<file path="src/rtl/serial_adder_if.sv">
// Request/result bundle between the requesting logic and the bit-serial adder.
interface serial_adder_if #(
  parameter int WIDTH = 8
);
  logic             start;
  logic [WIDTH-1:0] a;
  logic [WIDTH-1:0] b;
  logic             c_in;
  logic             busy;
  logic             done;
  logic [WIDTH-1:0] sum;
  logic             c_out;

  modport master (
    output start, a, b, c_in,
    input  busy, done, sum, c_out
  );

  modport slave (
    input  start, a, b, c_in,
    output busy, done, sum, c_out
  );
endinterface

</file>
<file path="src/rtl/serial_adder.sv">
// Bit-serial adder: one full_adder cell plus a carry flop, LSB first,
// one bit per clock, start/busy/done handshake.

// Single-bit full adder cell.
module full_adder (
  input  logic i_a,
  input  logic i_b,
  input  logic i_c_in,
  output logic o_s,
  output logic o_c_out
);
  assign o_s     = i_a ^ i_b ^ i_c_in;
  assign o_c_out = (i_a & i_b) | (i_a & i_c_in) | (i_b & i_c_in);
endmodule

module serial_adder #(
  parameter int WIDTH = 8
) (
  input  logic           clk,
  input  logic           reset,
  serial_adder_if.slave  bus
);
  localparam int            CW   = (WIDTH > 1) ? $clog2(WIDTH) : 1;
  localparam logic [CW-1:0] LAST = CW'(WIDTH - 1);

  typedef enum logic [1:0] {S_IDLE, S_RUN, S_DONE} state_t;

  state_t           r_state;
  state_t           w_state_nx;
  logic [WIDTH-1:0] r_a;
  logic [WIDTH-1:0] r_b;
  logic [WIDTH-1:0] r_sum;
  logic [CW-1:0]    r_cnt;
  logic             r_carry;
  logic             r_cout;
  logic             w_fa_s;
  logic             w_fa_c;
  logic             w_accept;
  logic             w_last;
  logic [WIDTH-1:0] w_sum_nx;
  logic             w_busy;
  logic             w_done;

  // A request is taken whenever no addition is in flight (IDLE or DONE).
  assign w_accept = bus.start && (r_state != S_RUN);
  assign w_last   = (r_cnt == LAST);

  full_adder u_fa (
    .i_a     (r_a[0]),
    .i_b     (r_b[0]),
    .i_c_in  (r_carry),
    .o_s     (w_fa_s),
    .o_c_out (w_fa_c)
  );

  // New sum bit enters at the MSB; after WIDTH steps bit 0 sits at the LSB.
  assign w_sum_nx = WIDTH'({w_fa_s, r_sum} >> 1);

  // State register.
  always_ff @(posedge clk or posedge reset) begin
    if (reset) r_state <= S_IDLE;
    else       r_state <= w_state_nx;
  end

  // Next-state logic.
  always_comb begin
    w_state_nx = r_state;
    case (r_state)
      S_IDLE:  if (bus.start) w_state_nx = S_RUN;
      S_RUN:   if (w_last)    w_state_nx = S_DONE;
      S_DONE:  w_state_nx = bus.start ? S_RUN : S_IDLE;
      default: w_state_nx = S_IDLE;
    endcase
  end

  // Handshake outputs decoded from the state register only.
  always_comb begin
    w_busy = 1'b0;
    w_done = 1'b0;
    case (r_state)
      S_RUN:   w_busy = 1'b1;
      S_DONE:  w_done = 1'b1;
      default: ;
    endcase
  end

  // Operand load on accept, one bit step per cycle in RUN; results held otherwise.
  always_ff @(posedge clk or posedge reset) begin
    if (reset) begin
      r_a     <= '0;
      r_b     <= '0;
      r_sum   <= '0;
      r_cnt   <= '0;
      r_carry <= 1'b0;
      r_cout  <= 1'b0;
    end else if (r_state == S_RUN) begin
      r_sum   <= w_sum_nx;
      r_carry <= w_fa_c;
      r_a     <= r_a >> 1;
      r_b     <= r_b >> 1;
      r_cnt   <= r_cnt + CW'(1);
      if (w_last) r_cout <= w_fa_c;
    end else if (w_accept) begin
      r_a     <= bus.a;
      r_b     <= bus.b;
      r_carry <= bus.c_in;
      r_cnt   <= '0;
    end
  end

  assign bus.busy  = w_busy;
  assign bus.done  = w_done;
  assign bus.sum   = r_sum;
  assign bus.c_out = r_cout;
endmodule

</file>
<file path="src/flat_wrapper.sv">
// flat-port wrapper written by rule: the top's interface ports become plain ports
module serial_adder_flat 
#(
  parameter int WIDTH = 8
)
  (clk, reset, bus_start, bus_a, bus_b, bus_c_in, bus_busy, bus_done, bus_sum, bus_c_out);
  serial_adder_if #(.WIDTH(WIDTH)) bus_i ();
  input  logic clk;
  input  logic reset;
  input wire logic [$bits(bus_i.start)-1:0] bus_start;
  input wire logic [$bits(bus_i.a)-1:0] bus_a;
  input wire logic [$bits(bus_i.b)-1:0] bus_b;
  input wire logic [$bits(bus_i.c_in)-1:0] bus_c_in;
  output wire logic [$bits(bus_i.busy)-1:0] bus_busy;
  output wire logic [$bits(bus_i.done)-1:0] bus_done;
  output wire logic [$bits(bus_i.sum)-1:0] bus_sum;
  output wire logic [$bits(bus_i.c_out)-1:0] bus_c_out;
  assign bus_i.start = bus_start;
  assign bus_i.a = bus_a;
  assign bus_i.b = bus_b;
  assign bus_i.c_in = bus_c_in;
  assign bus_busy = bus_i.busy;
  assign bus_done = bus_i.done;
  assign bus_sum = bus_i.sum;
  assign bus_c_out = bus_i.c_out;
  serial_adder #(.WIDTH(WIDTH)) u_core (.clk(clk), .reset(reset), .bus(bus_i));
endmodule
</file>
<file path="config.mk">
export PLATFORM = sky130hd
export DESIGN_NAME = serial_adder_flat
export DESIGN_NICKNAME = d
export VERILOG_FILES = /design/src/rtl/serial_adder_if.sv /design/src/rtl/serial_adder.sv /design/src/flat_wrapper.sv
export SDC_FILE = /design/constraint.sdc
export NUM_CORES = 1
export LEC_CHECK = 0
export CAP_MARGIN = 20
export CORE_ASPECT_RATIO = 2
export CORE_MARGIN = 5
export CORE_UTILIZATION = 54
export DETAILED_ROUTE_END_ITERATION = 12
export PLACE_DENSITY = 0.86
export SLEW_MARGIN = 20
export SYNTH_ARGS = -nofsm -noshare
export SYNTH_HDL_FRONTEND = slang
export SYNTH_SLANG_ARGS = --single-unit
</file>
<file path="constraint.sdc">
create_clock -name clk -period 1.95 [get_ports clk]
set_input_delay 0.39 -clock clk [delete_from_list [all_inputs] [get_ports clk]]
set_output_delay 0.39 -clock clk [all_outputs]
set_load 0.05 [all_outputs]
</file>
After elaboration in Yosys (flattened, before gate mapping) --
Cells that the tools add are included.
Operators by class: add/sub/neg operators 1, equal/unequal tests 6, multiplexer cells 14, bitwise operators 7, reduce and logical (&&, ||, !) cells 5
Operators with widths (number):
- 2-to-1 mux 8 bit | 4
- 2-to-1 mux 3 bit | 2
- case mux 2 bit (3 select lines) | 1
- 2-to-1 mux 1 bit | 5
- 2-to-1 mux 2 bit | 2
- inequality test 2 x 1 -> 1 bit, second input constant | 2
- AND reduction 2 bit | 2
- adder 3 x 1 -> 3 bit, second input constant | 1
- bitwise AND 1 bit | 3
- == test 3 bit, second input constant | 1
- == test 2 x 1 -> 1 bit, second input constant | 1
- == test 2 bit, second input constant | 1
- zero test 2 bit | 1
- inequality test 2 bit, second input constant | 1
- bitwise OR 1 bit | 2
- nonzero test 2 bit | 1
- bitwise XOR 1 bit | 2
- logical AND 1 bit | 1
Word-level totals: register bits 31, bits of input ports 20, output and inout bits 11, logic and storage cells 40

Depth between registers and ports, before layout --
Gate-level depths: netlist of run 1.
depth after elaboration 4, gate-level depth with buffers 4, depth with buffers taken out 4

Modules after synthesis --
From an unflattened synthesis of run 1, not the netlist that was laid out.
Unflattened totals: cells, all modules 95, area, all modules 1530.2 µm²
Modules (own cells, without submodules):
- serial_adder | instances 1, cells each 94, area an instance 1510.2 µm², seq. area each 775.7 µm²
- full_adder | instances 1, cells each 1, area an instance 20.0 µm², seq. area each 0.0 µm²

Worst setup path after synthesis of run 1 --
No wires, ideal clock.
path type register to output, start register u_core.r_state[0], end output port bus_done, arrival time 1.088 ns, required time 1.560 ns, slack 0.472 ns, stages on the path, launching flop included 2, buffers on the path 0, path through dfrtp_1 nor2b_1
Between the ends: longest elaborated chain between the ends 2
RTL lines:
- start: declaration | RTL line serial_adder.sv:28 | state_t r_state;
- start signal: assignment | RTL line serial_adder.sv:62 | else r_state <= w_state_nx;
- == test 2 bit | RTL line serial_adder.sv:80 | case (r_state)
- 2-to-1 mux 1 bit | RTL line serial_adder.sv:80
- end: declaration | RTL line flat_wrapper.sv:15 | output wire logic [$bits(bus_i.done)-1:0] bus_done;
No other way between the ends.

Worst setup path in the final report of run 1 --
start register u_core.r_sum[4], in the netlist u_core.bus.sum[4], end output port bus_sum[4]
RTL lines:
- start: declaration | RTL line serial_adder.sv:32 | logic [WIDTH-1:0] r_sum;
- start signal: assignment | RTL line serial_adder.sv:97 | r_sum <= w_sum_nx;
- end: declaration | RTL line flat_wrapper.sv:16 | output wire logic [$bits(bus_i.sum)-1:0] bus_sum;
No word-level cell between the ends.

==> results of run 1 <==
power breakdown:
group	switching, W	internal (W)	total [W]
clock	0.000218	0.000237	0.000456
combinational	0.000794	0.000910	0.00170
sequential	0.000202	0.000947	0.00115
total	0.00122	0.00209	0.00331
sequential cells by signal (all words and copies together), names as in the netlist:
signal            count
u_core.r_b            8
u_core.r_carry        1
u_core.bus.c_out      1
u_core.r_cnt          3
u_core.r_a            8
u_core.bus.sum        8
u_core.r_state        2
cell type report:
| class | instances | area, sq um |
|---|---|---|
| clock buffer | 6 | 72.6 |
| fill | 174 | 792 |
| inverter | 4 | 15.0 |
| multi-input combinational | 56 | 694 |
| sequential | 31 | 776 |
| tap | 29 | 36.3 |
| timing repair buffer | 34 | 350 |
worst paths after layout:
path / end / slack [ns] / depth (start not counted) / start
max in group asynchronous: u_core.r_cnt[2] / 1.19 / 3 / reset
min in group clk: u_core.r_cnt[0] / 0.49 / 1 / u_core.r_cnt[0]
worst max-delay path: bus_sum[4] / 0.08 / 1 / u_core.bus.sum[4]
worst min register to register: u_core.r_cnt[0] / 0.49 / 1 / u_core.r_cnt[0]
worst min-delay path: u_core.bus.c_out / 0.48 / 3 / reset
worst max register to register: u_core.bus.c_out / 0.59 / 4 / u_core.r_cnt[0]
synthesized netlist by cell type:
library cell                n
sky130_fd_sc_hd__mux2_4    28
sky130_fd_sc_hd__dfrtp_1   31
sky130_fd_sc_hd__nand2b_1   2
sky130_fd_sc_hd__fa_1       1
sky130_fd_sc_hd__nand3b_1   1
sky130_fd_sc_hd__inv_1      3
sky130_fd_sc_hd__inv_2      1
sky130_fd_sc_hd__ha_1       2
sky130_fd_sc_hd__mux2_2    13
sky130_fd_sc_hd__nor2_1     2
sky130_fd_sc_hd__buf_6      4
sky130_fd_sc_hd__nor2b_1    3
sky130_fd_sc_hd__mux2i_1    3
sky130_fd_sc_hd__o22ai_1    1
through the flow:
step / hold WS, ns / power, W
after floorplan: 0.453 / 0.00240
after global placement: 0.468 / 0.00280
after detailed placement: 0.483 / 0.00286
after CTS: 0.490 / 0.00335
after global routing: 0.519 / 0.00350
final: 0.481 / 0.00331
kinds of logic (layout without fill, tap and decap cells):
group | Yosys count | count (layout) | synth area share [%]
compound gates | 1 | 1 | 0.409
fa+ha+maj | 3 | 3 | 2.94
buf+inv | 8 | 44 | 3.92
flops | 31 | 31 | 50.7
mux | 44 | 44 | 39.0
simple gates | 8 | 8 | 3.03
routing by layer:
layer  vias up  routed length, um
met5         -                  0
met3         5                163
met4         0                 53
li1        399                  -
met2        24               1460
met1       428               1100
==> results.rst, run 1 <==
.. list-table::
   :header-rows: 1

   * - Metric
     - Value
   * - Result of the run
     - complete, no violations
   * - FP Rows
     - 27
   * - Most frequent standard cell in the layout excluding fill and tap cells
     - sky130_fd_sc_hd__dfrtp_1
   * - Final setup viols
     - 0
   * - Total of max-cap violations
     - 0
   * - Sequential cell area fraction in the yosys report
     - 50.7%
   * - Final ANT Viol Nets
     - 0
   * - Maximum level of the CTS H-tree
     - 2
   * - PD cells
     - 1700 nW/um^2
   * - Layout Utilization
     - 71.1%
   * - Die width
     - 47.6 um
   * - Clock transition at the registers of the reported paths
     - 0.06 ns
   * - Relative slew slack
     - 65.7%
   * - Number of global-route vias before repair
     - 1,045
   * - Post_cts resized
     - 0
   * - Worst slew pin tran
     - 0.512 ns
   * - Instance area at placement
     - 1870 sq um
   * - CTS Hold Buffers Added
     - 0
   * - Number of non-filler instances in the completed layout
     - 160
   * - Category of cells accounting for the largest share of critical-path delay
     - buffers and inverters
   * - Number of cells in the design after placement
     - 154
   * - Largest net degree at the start of global routing
     - 32
   * - Most area-consuming cells after synthesis
     - sky130_fd_sc_hd__dfrtp_1 51%, sky130_fd_sc_hd__mux2_4 27%, sky130_fd_sc_hd__mux2_2 9.6%, sky130_fd_sc_hd__buf_6 2.9%, sky130_fd_sc_hd__mux2i_1 2.0%
   * - Wire length of the first global-routing pass
     - 4750 um
   * - Static leakage
     - 0.930 nW
   * - Worst-skew pair later-pin latency
     - 0.28 ns
   * - Syn_nets
     - 118
   * - Netlist area before placement
     - 1530 sq um
   * - Critical path arrival
     - 1.48 ns
   * - Area delta synth->final
     - 27.1%
   * - Routing usage on met2
     - 26.3%
   * - Final Hold Vio Count
     - 0
   * - Startpoint class of the critical path
     - register
   * - Cell with the biggest individual delay on the critical path
     - sky130_fd_sc_hd__clkdlybuf4s50_1
   * - Nature of the critical path endpoint
     - output pin
   * - Commonest cells after routing, fill and taps aside
     - 31 x sky130_fd_sc_hd__dfrtp_1, 28 x sky130_fd_sc_hd__mux2_4, 28 x sky130_fd_sc_hd__clkdlybuf4s50_1
   * - Initial core utilization
     - 55.9%
   * - Remaining routing DRC violations
     - 0
   * - CP Data Required Time
     - 1.56 ns
   * - Max Root-Sink Buffers
     - 2
   * - Drt total wl
     - 2770 um
   * - Number of vias after detailed routing
     - 856
   * - HPWL after DPL
     - 1980 um
   * - Cells after synthesis
     - 95
   * - Number of buffers inserted during clock tree synthesis
     - 5
   * - Share of the synthesized area in the top cell type
     - 50.7%
   * - Post-CTS setup buffers
     - 0
   * - Most heavily used metal layer in global routing
     - met2
   * - Final count of pins violating max slew
     - 0
   * - Hold Crit Class
     - input port to asynchronous set/reset pin
   * - Critical path class
     - register to output pin
   * - CTS tree
     - yes
   * - Design Area, Final
     - 1940 sq um
   * - Antenna Cells
     - 0
   * - Routed wirelength normalized by instance count
     - 17.3 um
   * - Antenna violations before repair
     - 0
   * - Root Driver
     - sky130_fd_sc_hd__clkbuf_8
   * - Critical path, cell by cell
     - clkdlybuf4s50_1
   * - Met1 global-route usage
     - 18.4%
   * - Fraction of layout cells with a size suffix above 1
     - 40.5%
   * - Min cycle time layout
     - 1.87 ns
   * - Worst path setup slack after routing
     - 0.0773 ns
   * - Post-placement setup slack
     - 0.130 ns
   * - Number of nets in the layout
     - 155
   * - Achievable frequency
     - 534 MHz
   * - Global routing usage on met3
     - 6.37%
   * - Number of I/O port buffers
     - 30
   * - Longest individual stage delay on the worst path
     - 0.83 ns
   * - Synth cell types
     - 14
   * - Number of buffers and inverters on the critical path
     - 1
   * - Worst VDD drop
     - 1460 uV
   * - Largest fanout on the critical path
     - 3
   * - Number of storage elements in the synthesis netlist
     - 31
   * - Number of sinks on the clock net
     - 31
   * - Die area
     - 4060 sq um
   * - Crit share post-route
     - 96.0%
   * - Synth area leader
     - sky130_fd_sc_hd__dfrtp_1
   * - Grt ovf
     - 0
   * - Total number of yosys warnings
     - 0
   * - Avg Synthesized Cell Area
     - 16.1 sq um
   * - Core box area
     - 2740 sq um
   * - Floorplan die height
     - 85.3 um
   * - Setup repair after global routing missed its margin
     - no
   * - Total track usage
     - 16.3%
   * - Detailed Route Iter0 Violations
     - 5
   * - TritonRoute pass-1 iters
     - 2
   * - Number of top-level design ports
     - 31
   * - DR vias/cell
     - 5.35
   * - Setup Total Neg Slack
     - 0 ns
   * - Weighted congestion at the end of routability-driven global placement
     - 0.769
   * - Final clock skew
     - 0.00597 ns
Note: power is estimated with default switching activity, not from simulation.
==> inputs of run 2 (changes only) <==
--- a/config.mk
+++ b/config.mk
@@ -11,6 +11,7 @@
 export CORE_UTILIZATION = 54
 export DETAILED_ROUTE_END_ITERATION = 12
 export PLACE_DENSITY = 0.86
+export SETUP_SLACK_MARGIN = 0.15
 export SLEW_MARGIN = 20
 export SYNTH_ARGS = -nofsm -noshare
 export SYNTH_HDL_FRONTEND = slang
==> results.rst, run 2 (synthesis results as in run 1) <==
.. list-table::
   :header-rows: 1

   * - Metric
     - Value
   * - Setup repair after global routing missed its margin
     - no
   * - Grt ovf
     - 0 (unchanged)
   * - Die area
     - 4060 sq um (unchanged)
   * - Crit share post-route
     - 82.5% (-14 points)
   * - Max Root-Sink Buffers
     - 2 (unchanged)
   * - Worst path setup slack after routing
     - 0.341 ns (+0.263 ns)
   * - Total of max-cap violations
     - 0 (unchanged)
   * - TritonRoute pass-1 iters
     - 2 (unchanged)
   * - Initial core utilization
     - 55.9% (unchanged)
   * - Routed wirelength normalized by instance count
     - 17.3 um (-0.47%)
   * - Antenna violations before repair
     - 0 (unchanged)
   * - Worst reg-to-reg setup slack
     - 0.59 ns (about the same)
   * - CP Data Required Time
     - 1.56 ns (about the same)
   * - Final setup viols
     - 0 (unchanged)
   * - Root Driver
     - sky130_fd_sc_hd__clkbuf_8
   * - Number of non-filler instances in the completed layout
     - 160 (unchanged)
   * - Commonest cells after routing, fill and taps aside
     - 31 x sky130_fd_sc_hd__dfrtp_1, 28 x sky130_fd_sc_hd__mux2_4, 19 x sky130_fd_sc_hd__clkdlybuf4s50_1
   * - Worst-skew pair later-pin latency
     - 0.28 ns (about the same)
   * - CTS tree
     - yes
   * - Weighted congestion at the end of routability-driven global placement
     - 0.769 (unchanged)
   * - Number of nets in the layout
     - 155 (unchanged)
   * - Critical path arrival
     - 1.22 ns (-0.26 ns)
   * - Number of buffers inserted during clock tree synthesis
     - 5 (unchanged)
   * - Worst slew pin tran
     - 0.510 ns (-0.00240 ns)
   * - Worst hold slack across all endpoints
     - 0.482 ns (+0.000706 ns)
   * - Detailed Route Iter0 Violations
     - 5 (unchanged)
   * - Largest net degree at the start of global routing
     - 32 (unchanged)
   * - Number of I/O port buffers
     - 30 (unchanged)
   * - Wire length of the first global-routing pass
     - 4750 um (unchanged)
   * - Largest fanout on the critical path
     - 10 (+7)
   * - Cell with the biggest individual delay on the critical path
     - sky130_fd_sc_hd__dfrtp_1
   * - Final ANT Viol Nets
     - 0 (unchanged)
   * - Number of global-route vias before repair
     - 1,045 (unchanged)
   * - Post-CTS setup buffers
     - 0 (unchanged)
   * - Number of top-level design ports
     - 31 (unchanged)
   * - Remaining routing DRC violations
     - 0 (unchanged)
   * - Logic depth of the worst register-to-register path
     - 4 (unchanged)
   * - Longest individual stage delay on the worst path
     - 0.38 ns (-0.45 ns)
   * - Static leakage
     - 0.946 nW (+1.7%)
   * - Result of the run
     - complete, no violations
   * - Maximum level of the CTS H-tree
     - 2 (unchanged)
   * - Worst VDD drop
     - 1400 uV (-4.1%)
   * - Final count of pins violating max slew
     - 0 (unchanged)
   * - Setup Total Neg Slack
     - 0 ns (unchanged)
   * - Clock transition at the registers of the reported paths
     - 0.06 ns (about the same)
   * - Post_cts resized
     - 9 (+9)
   * - Most frequent standard cell in the layout excluding fill and tap cells
     - sky130_fd_sc_hd__dfrtp_1
   * - Nature of the critical path endpoint
     - output pin
   * - Area delta synth->final
     - 26.3%
   * - Post-placement setup slack
     - 0.130 ns (unchanged)
   * - Total power
     - 0.00324 W (-2.2%)
   * - Source of the worst register-to-register timing path
     - u_core.r_cnt[0]
   * - Total track usage
     - 16.3% (unchanged)
   * - Fraction of layout cells with a size suffix above 1
     - 40.5% (unchanged)
   * - Floorplan die height
     - 85.3 um (unchanged)
   * - Number of vias after detailed routing
     - 856 (unchanged)
   * - Relative slew slack
     - 66.1% (+0.40 points)
   * - Number of cells in the design after placement
     - 154 (unchanged)
   * - Number of sinks on the clock net
     - 31 (unchanged)
   * - Number of fill cells
     - 177 (+1.7%)
   * - Critical path, cell by cell
     - nand2b_1 -> inv_2 -> buf_12
   * - Critical path class
     - register to output pin
   * - CTS Hold Buffers Added
     - 0 (unchanged)
   * - DR vias/cell
     - 5.35 (unchanged)
   * - PD cells
     - 1670 nW/um^2 (-1.6%)
   * - HPWL after DPL
     - 1980 um (unchanged)
   * - Endpoint of the worst-slack reg-to-reg timing path
     - u_core.bus.c_out
   * - Drt total wl
     - 2760 um (-0.47%)
   * - FP Rows
     - 27 (unchanged)
   * - Achievable frequency
     - 621 MHz (+16%)
   * - Startpoint class of the critical path
     - register
   * - Core box area
     - 2740 sq um (unchanged)
   * - Min cycle time layout
     - 1.61 ns (-0.263 ns)
   * - Final Hold Vio Count
     - 0 (unchanged)
   * - Die width
     - 47.6 um (unchanged)
   * - Hold Crit Class
     - input port to asynchronous set/reset pin
   * - Final clock skew
     - 0.00640 ns (+0.000430 ns)
   * - Antenna Cells
     - 0 (unchanged)
## run 2: report_power, final
group          switching (W)  internal (W)  leakage (nW)
Clock               0.000218      0.000237        0.0371
Combinational       0.000795      0.000843         0.525
Sequential          0.000197      0.000947         0.384
## run 2: worst max-delay path, delay by kind of cell (launching register included)
family / cells / cell delay [ns]
AND/OR/NAND/NOR: 1 / 0.18
flip-flops: 1 / 0.38
buffers and inverters: 2 / 0.37
## run 2: area by class of cell
cell class / count / area [sq um] / area share [%]
Clock buffer: 6 / 72.6 / 3.75
Sequential cell: 31 / 776 / 40.1
Multi-Input combinational cell: 56 / 694 / 35.9
Timing Repair Buffer: 34 / 339 / 17.5
Inverter: 4 / 15.0 / 0.777
Tap cell: 29 / 36.3 / 1.88
## run 2: worst max path at each step
stage / startpoint / to / slack, ns / depth (start not counted)
CTS: u_core.r_state[1] / bus_busy / 0.31 / 3
global placement: bus_start / u_core.r_a[5] / 0.14 / 4
finish: u_core.r_state[1] / bus_busy / 0.34 / 3
floorplan: u_core.r_state[0] / bus_done / 0.47 / 1
global route: u_core.r_state[1] / bus_busy / 0.28 / 3
detailed placement: bus_start / u_core.r_a[5] / 0.13 / 4
## run 2: stage by stage
| step | cell area [sq um] | util (%) |
|---|---|---|
| global placement | 1870 | 68.4 |
| detailed placement | 1870 | 68.4 |
| CTS | 1930 | 70.6 |
| global route | 1930 | 70.6 |
| finish | 1930 | 70.6 |
| floorplan | 1530 | - |
## run 2: routing by layer
layer,up-vias,global-route usage [%],share of wire [%]
met5,-,0,0
met4,0,6.62,1.9
met3,5,6.37,5.8
met2,24,26.3,53
met1,428,18.4,40
li1,399,-,-
==> inputs of run 3 (changes only) <==
--- a/config.mk
+++ b/config.mk
@@ -8,9 +8,9 @@
 export CAP_MARGIN = 20
 export CORE_ASPECT_RATIO = 2
 export CORE_MARGIN = 5
-export CORE_UTILIZATION = 54
+export CORE_UTILIZATION = 45
 export DETAILED_ROUTE_END_ITERATION = 12
-export PLACE_DENSITY = 0.86
+export PLACE_DENSITY = 0.77
 export SETUP_SLACK_MARGIN = 0.15
 export SLEW_MARGIN = 20
 export SYNTH_ARGS = -nofsm -noshare
==> constraint.sdc (replaced) <==
create_clock -name clk -period 1.34 [get_ports clk]
set_input_delay 0.268 -clock clk [delete_from_list [all_inputs] [get_ports clk]]
set_output_delay 0.268 -clock clk [all_outputs]
set_load 0.05 [all_outputs]
==> results.rst, run 3 (synthesis results as in run 1) <==
.. list-table::
   :header-rows: 1

   * - Metric
     - Value
   * - PD cells
     - 2660 nW/um^2 (+59%)
   * - Initial core utilization
     - 45.8% (-10 points)
   * - Min cycle time layout
     - 1.36 ns
   * - Final setup viols
     - 2 (+2)
   * - Drt total wl
     - 3400 um (+23%)
   * - Total of max-cap violations
     - 0 (unchanged)
   * - Number of sinks on the clock net
     - 31 (unchanged)
   * - Combinational group share of total power
     - 56.3% (+5.7 points)
   * - Number of vias after detailed routing
     - 930 (+8.6%)
   * - Total track usage
     - 15.8% (-0.50 points)
   * - CTS Hold Buffers Added
     - 0 (unchanged)
   * - Worst path setup slack after routing
     - -0.0177 ns (-0.358 ns)
   * - Grt ovf
     - 0 (unchanged)
   * - HPWL after DPL
     - 2210 um (+12%)
   * - Total power
     - 0.00624 W (+93%)
   * - Root Driver
     - sky130_fd_sc_hd__clkbuf_8
   * - Commonest cells after routing, fill and taps aside
     - 38 x sky130_fd_sc_hd__mux2_4, 30 x sky130_fd_sc_hd__dfrtp_1, 18 x sky130_fd_sc_hd__clkdlybuf4s50_1
   * - Routed wirelength normalized by instance count
     - 19.1 um (+11%)
   * - Clock transition at the registers of the reported paths
     - 0.07 ns (about the same)
   * - Number of global-route vias before repair
     - 1,096 (+4.9%)
   * - Final clock skew
     - 0.0103 ns (+0.00395 ns)
   * - Area delta synth->final
     - 53.1%
   * - Largest fanout on the critical path
     - 3 (-7)
   * - Detailed Route Iter0 Violations
     - 10 (+5)
   * - Post-placement setup slack
     - -0.361 ns (-0.490 ns)
   * - Number of top-level design ports
     - 31 (unchanged)
   * - Final Hold Vio Count
     - 0 (unchanged)
   * - CTS tree
     - yes
   * - Hold Crit Class
     - input port to asynchronous set/reset pin
   * - Fraction of layout cells with a size suffix above 1
     - 58.2% (+18 points)
   * - Weighted congestion at the end of routability-driven global placement
     - 0.699 (-9.2%)
   * - Nature of the critical path endpoint
     - output pin
   * - Max Root-Sink Buffers
     - 2 (unchanged)
   * - Final ANT Viol Nets
     - 0 (unchanged)
   * - CP Data Required Time
     - 1.07 ns (-0.49 ns)
   * - Critical path arrival
     - 1.09 ns (-0.13 ns)
   * - Floorplan die height
     - 92.5 um (+8.4%)
   * - Most frequent standard cell in the layout excluding fill and tap cells
     - sky130_fd_sc_hd__mux2_4
   * - Worst-skew pair later-pin latency
     - 0.28 ns (about the same)
   * - Internal power
     - 0.00412 W (+100%)
   * - Number of I/O port buffers
     - 30 (unchanged)
   * - Result of the run
     - finished, violations left
   * - DR vias/cell
     - 5.22 (-2.3%)
   * - Critical path class
     - register to output pin
   * - Achievable frequency
     - 737 MHz
   * - FP Rows
     - 30 (+11%)
   * - Largest net degree at the start of global routing
     - 32 (unchanged)
   * - Die area
     - 4740 sq um (+17%)
   * - Remaining routing DRC violations
     - 0 (unchanged)
   * - Clock share of power
     - 15.2% (+1.1 points)
   * - Final count of pins violating max slew
     - 0 (unchanged)
   * - Startpoint class of the critical path
     - register
   * - Logic depth of the worst register-to-register path
     - 6 (+2)
   * - Number of buffers inserted during clock tree synthesis
     - 5 (unchanged)
   * - Worst reg-to-reg setup slack
     - 0 ns (-0.59 ns)
   * - Relative slew slack
     - 88.0% (+22 points)
   * - Antenna violations before repair
     - 0 (unchanged)
   * - Die width
     - 51.2 um (+7.5%)
   * - Portion of total power attributed to sequential cells
     - 28.5% (-6.9 points)
   * - Number of nets in the layout
     - 168 (+8.4%)
   * - Core box area
     - 3340 sq um (+22%)
   * - Number of fill cells
     - 198 (+12%)
   * - Wire length of the first global-routing pass
     - 5460 um (+15%)
   * - Endpoint of the worst-slack reg-to-reg timing path
     - u_core.bus.sum[1]
   * - Worst VDD drop
     - 1840 uV (+31%)
   * - Maximum level of the CTS H-tree
     - 2 (unchanged)
   * - Switching Share
     - 34.0% (-3.4 points)
   * - Crit share post-route
     - 101%
   * - Static leakage
     - 1.14 nW (+20%)
   * - TritonRoute pass-1 iters
     - 4 (+2)
   * - Antenna Cells
     - 0 (unchanged)
   * - Violations in the final reports
     - negative setup slack
   * - Switching pwr
     - 0.00212 W (+75%)
   * - Setup repair after global routing missed its margin
     - yes
   * - Worst slew pin tran
     - 0.180 ns (-0.330 ns)
   * - Source of the worst register-to-register timing path
     - u_core.r_state[0]
==> run 3: cell count changes in the layout (fill, tap and decap cells not counted), sizes merged <==
cell           before  now
buf                 6   27
clkinv              0    1
bufbuf              0    1
clkdlybuf4s50      19   18
bufinv              0    1
clkdlybuf4s15       0    1
dlygate4sd2         9    0
==> run 3: metal layers <==
layer | wire (um) | track usage (%)
met2 | 1890 | 27.8
met5 | 0 | 0
met4 | 59 | 6.56
met3 | 222 | 6.12
met1 | 1220 | 16.2
==> run 3: power by group through the flow <==
stage	Combinational [W]	Clock [W]	Sequential (W)
global placement	0.00286	0	0.00173
finish	0.00351	0.000948	0.00178
global route	0.00369	0.00101	0.00183
floorplan	0.00145	0	0.00209
detailed placement	0.00295	0	0.00177
CTS	0.00334	0.000972	0.00177
==> run 3: layout make-up <==
cell class	instances	area, sq um	share of cell area (%)
well taps	32	40.0	1.71
multi-input cells	56	764	32.6
inverters	4	20.0	0.854
clock buffers	6	82.6	3.52
flip-flops and latches	31	777	33.2
clock inverters	2	35.0	1.49
repair buffers	47	624	26.6
==> run 3: worst max path at each step <==
stage	from	end	slack (ns)	cells past startpoint
final	u_core.r_state[0]	bus_busy	-0.02	4
after global routing	u_core.r_state[0]	bus_busy	-0.06	4
after CTS	u_core.r_state[0]	bus_done	-0.04	3
after detailed placement	bus_start	u_core.r_carry	-0.36	4
after global placement	bus_start	u_core.r_b[5]	-0.34	4
after floorplan	u_core.r_state[1]	u_core.bus.sum[0]	0.08	3
==> run 3: per-stage QoR <==
stage          instance area, sq um  TNS, ns  utilization [%]  cells  hold slack (ns)
3_3_place_gp                   2040    -5.50             61.1    159            0.467
5_1_grt                        2340   -0.385             70.1    178            0.351
6_report                       2340  -0.0206             70.1    178            0.329
3_5_place_dp                   2040    -5.92             61.1    159            0.501
2_1_floorplan                  1550        0                -     95            0.372
4_1_cts                        2290  -0.0787             68.5    173            0.326
==> run 3: critical path, cell delays in order (launching register included) <==
cell                       delay, ns
sky130_fd_sc_hd__dfrtp_1        0.40
sky130_fd_sc_hd__buf_6          0.13
sky130_fd_sc_hd__nand2b_4       0.09
sky130_fd_sc_hd__inv_6          0.05
sky130_fd_sc_hd__buf_12         0.14
==> run 3: what timing repair did <==
item	4_1_cts	5_1_grt
endpoints found under the setup margin	28	29
resized for setup	19	5
pin swaps	1	0
buffers inserted	5	5
gates cloned	1	0
